==> src/rtl/seg_buf_writer.sv <==
// Writer side of the segmented sample buffer: fills one SEG_LEN-word segment from a
// valid/ready stream, pulses seg_done when full, and optionally ping-pongs to the next segment.
module seg_buf_writer #(
  parameter int SEG_LEN = 30,
  parameter int NUM_SEG = 4,
  parameter int ADDR_W  = 8,
  parameter int DATA_W  = 16,
  localparam int SEG_W  = $clog2(NUM_SEG),
  localparam int OFF_W  = $clog2(SEG_LEN)
) (
  input  logic              clk,
  input  logic              rstn,
  input  logic              start,
  input  logic [SEG_W-1:0]  select,
  input  logic              auto_next,
  input  logic              abort,
  input  logic              in_valid,
  input  logic [DATA_W-1:0] in_data,
  output logic              in_ready,
  output logic              we,
  output logic [ADDR_W-1:0] waddr,
  output logic [DATA_W-1:0] wdata,
  output logic              busy,
  output logic              seg_done,
  output logic [SEG_W-1:0]  done_seg
);

  typedef enum logic [1:0] {
    S_IDLE  = 2'd0,
    S_WRITE = 2'd1,
    S_DONE  = 2'd2
  } state_t;

  localparam logic [OFF_W-1:0] LAST_OFF = OFF_W'(SEG_LEN - 1);
  localparam logic [SEG_W-1:0] LAST_SEG = SEG_W'(NUM_SEG - 1);

  state_t              r_state;
  logic [OFF_W-1:0]    r_offset;
  logic [SEG_W-1:0]    r_cur_seg;
  logic                r_we;
  logic [ADDR_W-1:0]   r_waddr;
  logic [DATA_W-1:0]   r_wdata;
  logic                r_seg_done;
  logic [SEG_W-1:0]    r_done_seg;

  logic [ADDR_W-1:0]   w_addr;
  logic [SEG_W-1:0]    w_next_seg;

  // Segment base plus offset never exceeds NUM_SEG*SEG_LEN-1, which fits ADDR_W.
  assign w_addr     = ADDR_W'(r_cur_seg) * ADDR_W'(SEG_LEN) + ADDR_W'(r_offset);
  assign w_next_seg = (r_cur_seg == LAST_SEG) ? '0 : r_cur_seg + SEG_W'(1);

  // NOTE: each output is fully assigned by a continuous assign, so no latch can be inferred.
  assign in_ready = (r_state == S_WRITE);
  assign busy     = (r_state != S_IDLE);
  assign we       = r_we;
  assign waddr    = r_waddr;
  assign wdata    = r_wdata;
  assign seg_done = r_seg_done;
  assign done_seg = r_done_seg;

  // NOTE: all state uses non-blocking assignments so every register samples pre-edge values.
  always_ff @(posedge clk or negedge rstn) begin
    if (!rstn) begin
      r_state    <= S_IDLE;
      r_offset   <= '0;
      r_cur_seg  <= '0;
      r_we       <= 1'b0;
      r_waddr    <= '0;
      r_wdata    <= '0;
      r_seg_done <= 1'b0;
      r_done_seg <= '0;
    end else begin
      r_we       <= 1'b0;
      r_seg_done <= 1'b0;
      if (abort) begin
        r_state  <= S_IDLE;
        r_offset <= '0;
      end else begin
        case (r_state)
          S_IDLE: begin
            if (start) begin
              r_cur_seg <= select;
              r_offset  <= '0;
              r_state   <= S_WRITE;
            end
          end
          S_WRITE: begin
            if (in_valid) begin
              r_we    <= 1'b1;
              r_waddr <= w_addr;
              r_wdata <= in_data;
              if (r_offset == LAST_OFF) begin
                // Completion flags land in the same cycle as the segment's final write.
                r_offset   <= '0;
                r_state    <= S_DONE;
                r_seg_done <= 1'b1;
                r_done_seg <= r_cur_seg;
              end else begin
                r_offset <= r_offset + OFF_W'(1);
              end
            end
          end
          S_DONE: begin
            if (auto_next) begin
              r_cur_seg <= w_next_seg;
              r_state   <= S_WRITE;
            end else begin
              r_state <= S_IDLE;
            end
          end
          default: r_state <= S_IDLE;
        endcase
      end
    end
  end

endmodule

==> config.mk <==
export PLATFORM = sky130hd
export DESIGN_NAME = seg_buf_writer
export DESIGN_NICKNAME = d
export VERILOG_FILES = /design/src/rtl/seg_buf_writer.sv
export SDC_FILE = /design/constraint.sdc
export NUM_CORES = 1
export LEC_CHECK = 0
export CORE_MARGIN = 1.5
export CORE_UTILIZATION = 45
export CTS_CLUSTER_DIAMETER = 40
export CTS_CLUSTER_SIZE = 30
export DETAILED_ROUTE_END_ITERATION = 12
export HOLD_SLACK_MARGIN = 0.15
export MAX_ROUTING_LAYER = met4
export PLACE_DENSITY = 0.87
export RECOVER_POWER = 100
export SLEW_MARGIN = 20
export SYNTH_ARGS = -nofsm -noshare
export SYNTH_HDL_FRONTEND = slang
export SYNTH_SLANG_ARGS = --single-unit
==> constraint.sdc <==
create_clock -name clk -period 2.43 [get_ports clk]
set_input_delay 0.6075 -clock clk [delete_from_list [all_inputs] [get_ports clk]]
set_output_delay 0.6075 -clock clk [all_outputs]
set_load 0.01 [all_outputs]
Yosys cells after proc, flatten, opt, wreduce, memory -nomap -nowiden

Cells that the tools add are included.

Bits in registers: 37
Input port bits: 24
Output and inout port bits: 30

Add/subtract/negate cells: 3
$mul: 1
Eq/ne operators: 9
Muxes and demuxes: 22
Bitwise gates (word level): 1
Reduce and logical (&&, ||, !) cells: 9

Operators by type and width:

| kind                  | number |
|---|---|
| $mux W5               | 4 |
| $mux W2               | 7 |
| $pmux W5 S2           | 1 |
| $reduce_and A3 Y1     | 3 |
| $add A7 B5 Y8         | 1 |
| $mux W1               | 8 |
| $reduce_and A4 Y1     | 2 |
| $mul A2 B4 Y6 const B | 1 |
| $ne A3 B3 Y1 const B  | 2 |
| $pmux W2 S3           | 1 |
| $add A5 B1 Y5 const B | 1 |
| $eq A5 B5 Y1 const B  | 1 |
| $eq A2 B2 Y1 const B  | 2 |
| $ne A2 B2 Y1 const B  | 2 |
| $pmux W2 S2           | 1 |
| $reduce_bool A2 Y1    | 2 |
| $ne A3 B2 Y1 const B  | 1 |
| $reduce_bool A3 Y1    | 1 |
| $add A2 B1 Y2 const B | 1 |
| $eq A2 B1 Y1 const B  | 1 |
| $logic_not A2 Y1      | 1 |
| $not A1 Y1            | 1 |

Logic depth before layout (Yosys ltp)

Depth in word-level cells: 5
Gate-level depth with buffers: 8
Depth with buffers taken out: 8

Least setup slack after synthesis

No wires, ideal clock.

Path type: register -> register
Start: register r_cur_seg[0]
End: register r_waddr[5] (netlist: waddr[5])
Setup time: 0.128 ns
Data arrival time: 1.787 ns
Required time: 2.302 ns
Slack: 0.515 ns
Stages on the path, launching flop included: 8
Buffers on the path: 0
Cells stage by stage: dfrtp_1 -> inv_1 -> ha_1 -> fa_1 -> a21o_1 -> a21oi_1 -> xnor2_1 -> o21ai_0

Cells in the longest elaborated chain, start to end: 2

RTL lines:

| what                   | line | text |
|---|---|---|
| start, declared        | 39   | `logic [SEG_W-1:0] r_cur_seg;` |
| start signal, assigned | 83   | `r_cur_seg <= select;` |
| start signal, assigned | 106  | `r_cur_seg <= w_next_seg;` |
| $mul A2 B4 Y6          | 50   | `assign w_addr = ADDR_W'(r_cur_seg) * ADDR_W'(SEG_LEN) + ADDR_W'(r_offset);` |
| $add A7 B5 Y8          | 50   |  |
| end signal, assigned   | 91   | `r_waddr <= w_addr;` |
| end, declared          | 41   | `logic [ADDR_W-1:0] r_waddr;` |

Every way passes these cells.
A chain may end at the register's enable or synchronous reset.

Final worst setup path

Start: register r_state[0]
End: output busy

Cells in the longest elaborated chain, start to end: 1

RTL lines:

| what                   | line | text |
|---|---|---|
| start, declared        | 37   | `state_t r_state;` |
| start signal, assigned | 65   | `r_state <= S_IDLE;` |
| start signal, assigned | 77   | `r_state <= S_IDLE;` |
| start signal, assigned | 85   | `r_state <= S_WRITE;` |
| $reduce_bool A2 Y1     | 55   | `assign busy = (r_state != S_IDLE);` |
| end, declared          | 23   | `output logic busy,` |

Every way passes these cells.

==> impl_metrics.py <==
metrics = {
    "final_layout": {
        "final_cell_count_no_fill": 292,
        "area_growth_pct": 34.8,
        "finalNetCount": 278,
        "drive_gt1_share_pct": 7.38,
        "multiInputGateArea_um2": 788,
        "fillers": 322,
        "diodes": 0,
        "final_area_um2": 2440,
        "regArea_um2": 926,
    },
    "clocking": {
        "cts.sinks": 37,
        "clk_pin_slew_ns": 0.07,
        "cts_buffers": 5,
        "ctsHoldBuffers": 0,
        "insertion_delay_ns": 0.29,
        "cts_buffer_depth": 2,
        "cts.repair.resized": 0,
        "cts_tree": "done",
        "htree_levels": 2,
        "cts_setup_buffers": 0,
        "cts_root_buf": "clkbuf_8",
    },
    "floorplan": {
        "ios": 54,
        "die_area_um2": 4410,
        "core_um2": 3770,
        "die-width_um": 66.4,
        "die_h_um": 66.4,
        "core.rowCount": 22,
        "start_util_pct": 48.0,
    },
    "sta": {
        "hold_viol": 0,
        "setup_tns_ns": 0,
        "slew_headroom_pct": -26.4,
        "period_minus_slack_ns": 2.30,
        "setup_viol": 0,
        "max_freq_ghz": 0.435,
        "skew_ns": 0.00426,
        "holdWs_ns": 0.470,
        "slew_violations": 38,
        "finalCritPeriodShare_pct": 94.7,
        "rsz0062_at_grt": "false",
        "tightest_slew_ns": 1.90,
    },
    "power_and_ir_drop": {
        "leakage_nw": 1.24,
        "intPower_w": 0.00122,
        "pwr-share-seq_pct": 46.1,
        "vdd_drop_max_v": 0.000513,
        "combinationalPowerShare_pct": 28.4,
        "switching_share_pct": 29.4,
        "power_switching_w": 0.000510,
        "p_per_area_nw_per_um2": 709,
        "clkPwrFrac_pct": 25.5,
    },
    "synthesis": {
        "synthCells": 186,
        "async_reset_ff_share_pct": 100,
        "synth.avg_cell_area_um2": 9.73,
        "syn_nets": 221,
        "seq_area_frac_synth_pct": 51.1,
        "ys_seq_elements": 37,
        "synth-edff-count": 0,
        "yosysWarnings": 0,
        "synth_ff_type": "dfrtp_1",
        "synth_area_um2": 1810,
        "ys_types": 37,
    },
    "run_status": {
        "status": "finished with violations",
        "violations": "max-capacitance violations, max-slew violations",
    },
    "setup_path": {
        "worstSetupPathType": "flip-flop to output port",
        "rr_startpoint": "r_cur_seg[0]",
        "crit_start": "r_state[0]",
        "cp-end-kind": "output port",
        "slowest_stage": "dlygate4sd3_1",
        "critPathMaxStageDelay_ns": 0.60,
        "crit_required_ns": 1.82,
        "worstPathArrival_ns": 1.69,
        "startpoint_type": "flip-flop",
        "critical_path.max_fanout": 9,
        "path_cells": "or2_2, dlygate4sd3_1",
    },
    "placed_design": {
        "gp_congestion": 0.818,
        "dp.final_hpwl_um": 2700,
        "portBuffers": 53,
        "place_inst": 284,
        "dpl_cell_area_um2": 2380,
    },
    "routing": {
        "dr.pass1.iters": 4,
        "post_drt_wl_per_cell_um": 12.1,
        "vias": 1428,
        "drt_iter0_drc": 33,
        "wl_um": 3540,
        "vias_per_cell": 4.89,
        "drcViolationCount": 0,
        "ant_nets": 0,
    },
    "global_routing": {
        "grt_pass1_wl_um": 6090,
        "grt_max_degree": 38,
        "grt_pass1_vias": 1384,
        "grt_usage_pct": 19.0,
        "antenna_found_initial": 0,
        "grt_overflow": 0,
    },
    "worst_hold_path": {
        "min_from": "wdata[14]",
        "worstHoldPathType": "flip-flop to flip-flop",
    },
    "run": {
        "cap_violations": 1,
    },
}
[logic make-up after synthesis]
kind of cell / Yosys count / synth area share (%)
compound gates: 22 / 7.19
xor+xnor: 2 / 0.968
fa+ha+maj: 11 / 8.02
buf+inv: 14 / 3.94
flops: 37 / 51.1
mux: 7 / 4.01
simple gates: 93 / 24.7
[worst max-delay path: cells and delay by family (launching register included)]
family | cells | cell delay (ns)
and+or+nand+nor | 1 | 0.32
buffers and inverters | 1 | 0.60
DFF | 1 | 0.48
[power groups by stage]
| stage | Sequential (W) | Clock (W) | Combinational [W] |
|---|---|---|---|
| global route | 0.000815 | 0.000488 | 0.000558 |
| global placement | 0.000810 | 0 | 0.000536 |
| detailed placement | 0.000814 | 0 | 0.000548 |
| floorplan | 0.000859 | 0 | 0.000185 |
| finish | 0.000798 | 0.000441 | 0.000492 |
| CTS | 0.000803 | 0.000461 | 0.000551 |
[placed cells by master, fill, tap and decap left out, drive strengths merged, types with 2 or more instances in the layout]
cell,count
a21oi,4
and3,2
clkbuf,9
clkdlybuf4s50,21
clkinv,2
dfrtp,37
dlygate4sd3,31
ha,10
inv,8
mux2,2
mux2i,5
nand2,65
nand3,4
nor2,8
nor2b,3
o211ai,2
o21ai,11
or2,2
or3,4
xnor2,2
[layout make-up]
cell class / instances / share of cell area (%)
clock buffer: 6 / 3.38
clock inverter: 2 / 0.564
inverter: 8 / 1.23
multi-input combinational: 135 / 32.3
tap: 48 / 2.46
timing repair buffer: 56 / 22.1
sequential: 37 / 37.9
[cells in the mapped netlist (2+ instances only)]
library cell	count	area, µm²
nand2_1	65	244
nand3_1	3	15.0
nor2_1	7	26.3
buf_4	2	15.0
mux2i_1	5	50.1
xnor2_1	2	17.5
mux2_2	2	22.5
o21ai_1	2	10.0
nor2b_1	2	12.5
o211ai_1	2	15.0
and3_1	2	12.5
buf_2	3	15.0
o21ai_0	9	45.0
inv_1	7	26.3
or3_1	3	18.8
a21oi_1	4	20.0
dfrtp_1	37	926
ha_1	10	125
[per-layer routing]
layer | up-vias | GRT usage [%] | wire length, µm
met5 | - | - | 0
met1 | 655 | 22.4 | 1630
met4 | 0 | 6.89 | 53
li1 | 722 | - | -
met3 | 5 | 5.79 | 224
met2 | 46 | 30.8 | 1630
[stage by stage]
stage	worst slack [ns]	util, %	power [W]
after floorplan	0.515	-	0.00104
after global placement	0.361	63.0	0.00135
after detailed placement	0.359	63.0	0.00136
after CTS	0.187	65.6	0.00182
after global routing	0.0767	64.7	0.00186
final	0.130	64.7	0.00173
[worst paths after layout]
path                               end  slack (ns)  depth (start not counted)
setup reg to reg              waddr[5]        0.36                          7
setup / recovery                  busy        0.13                          2
hold reg to reg              wdata[14]        0.47                          2
max in group asynchronous  done_seg[1]        0.51                          1
hold / removal               wdata[14]        0.47                          2
min in group asynchronous  r_offset[3]        0.84                          1
[state kept, by name, indices dropped and copies added, names as in the netlist]
register	count
done_seg	2
r_cur_seg	2
r_offset	5
r_state	2
seg_done	1
waddr	8
wdata	16
we	1
Power figures use the tool's default switching activity.
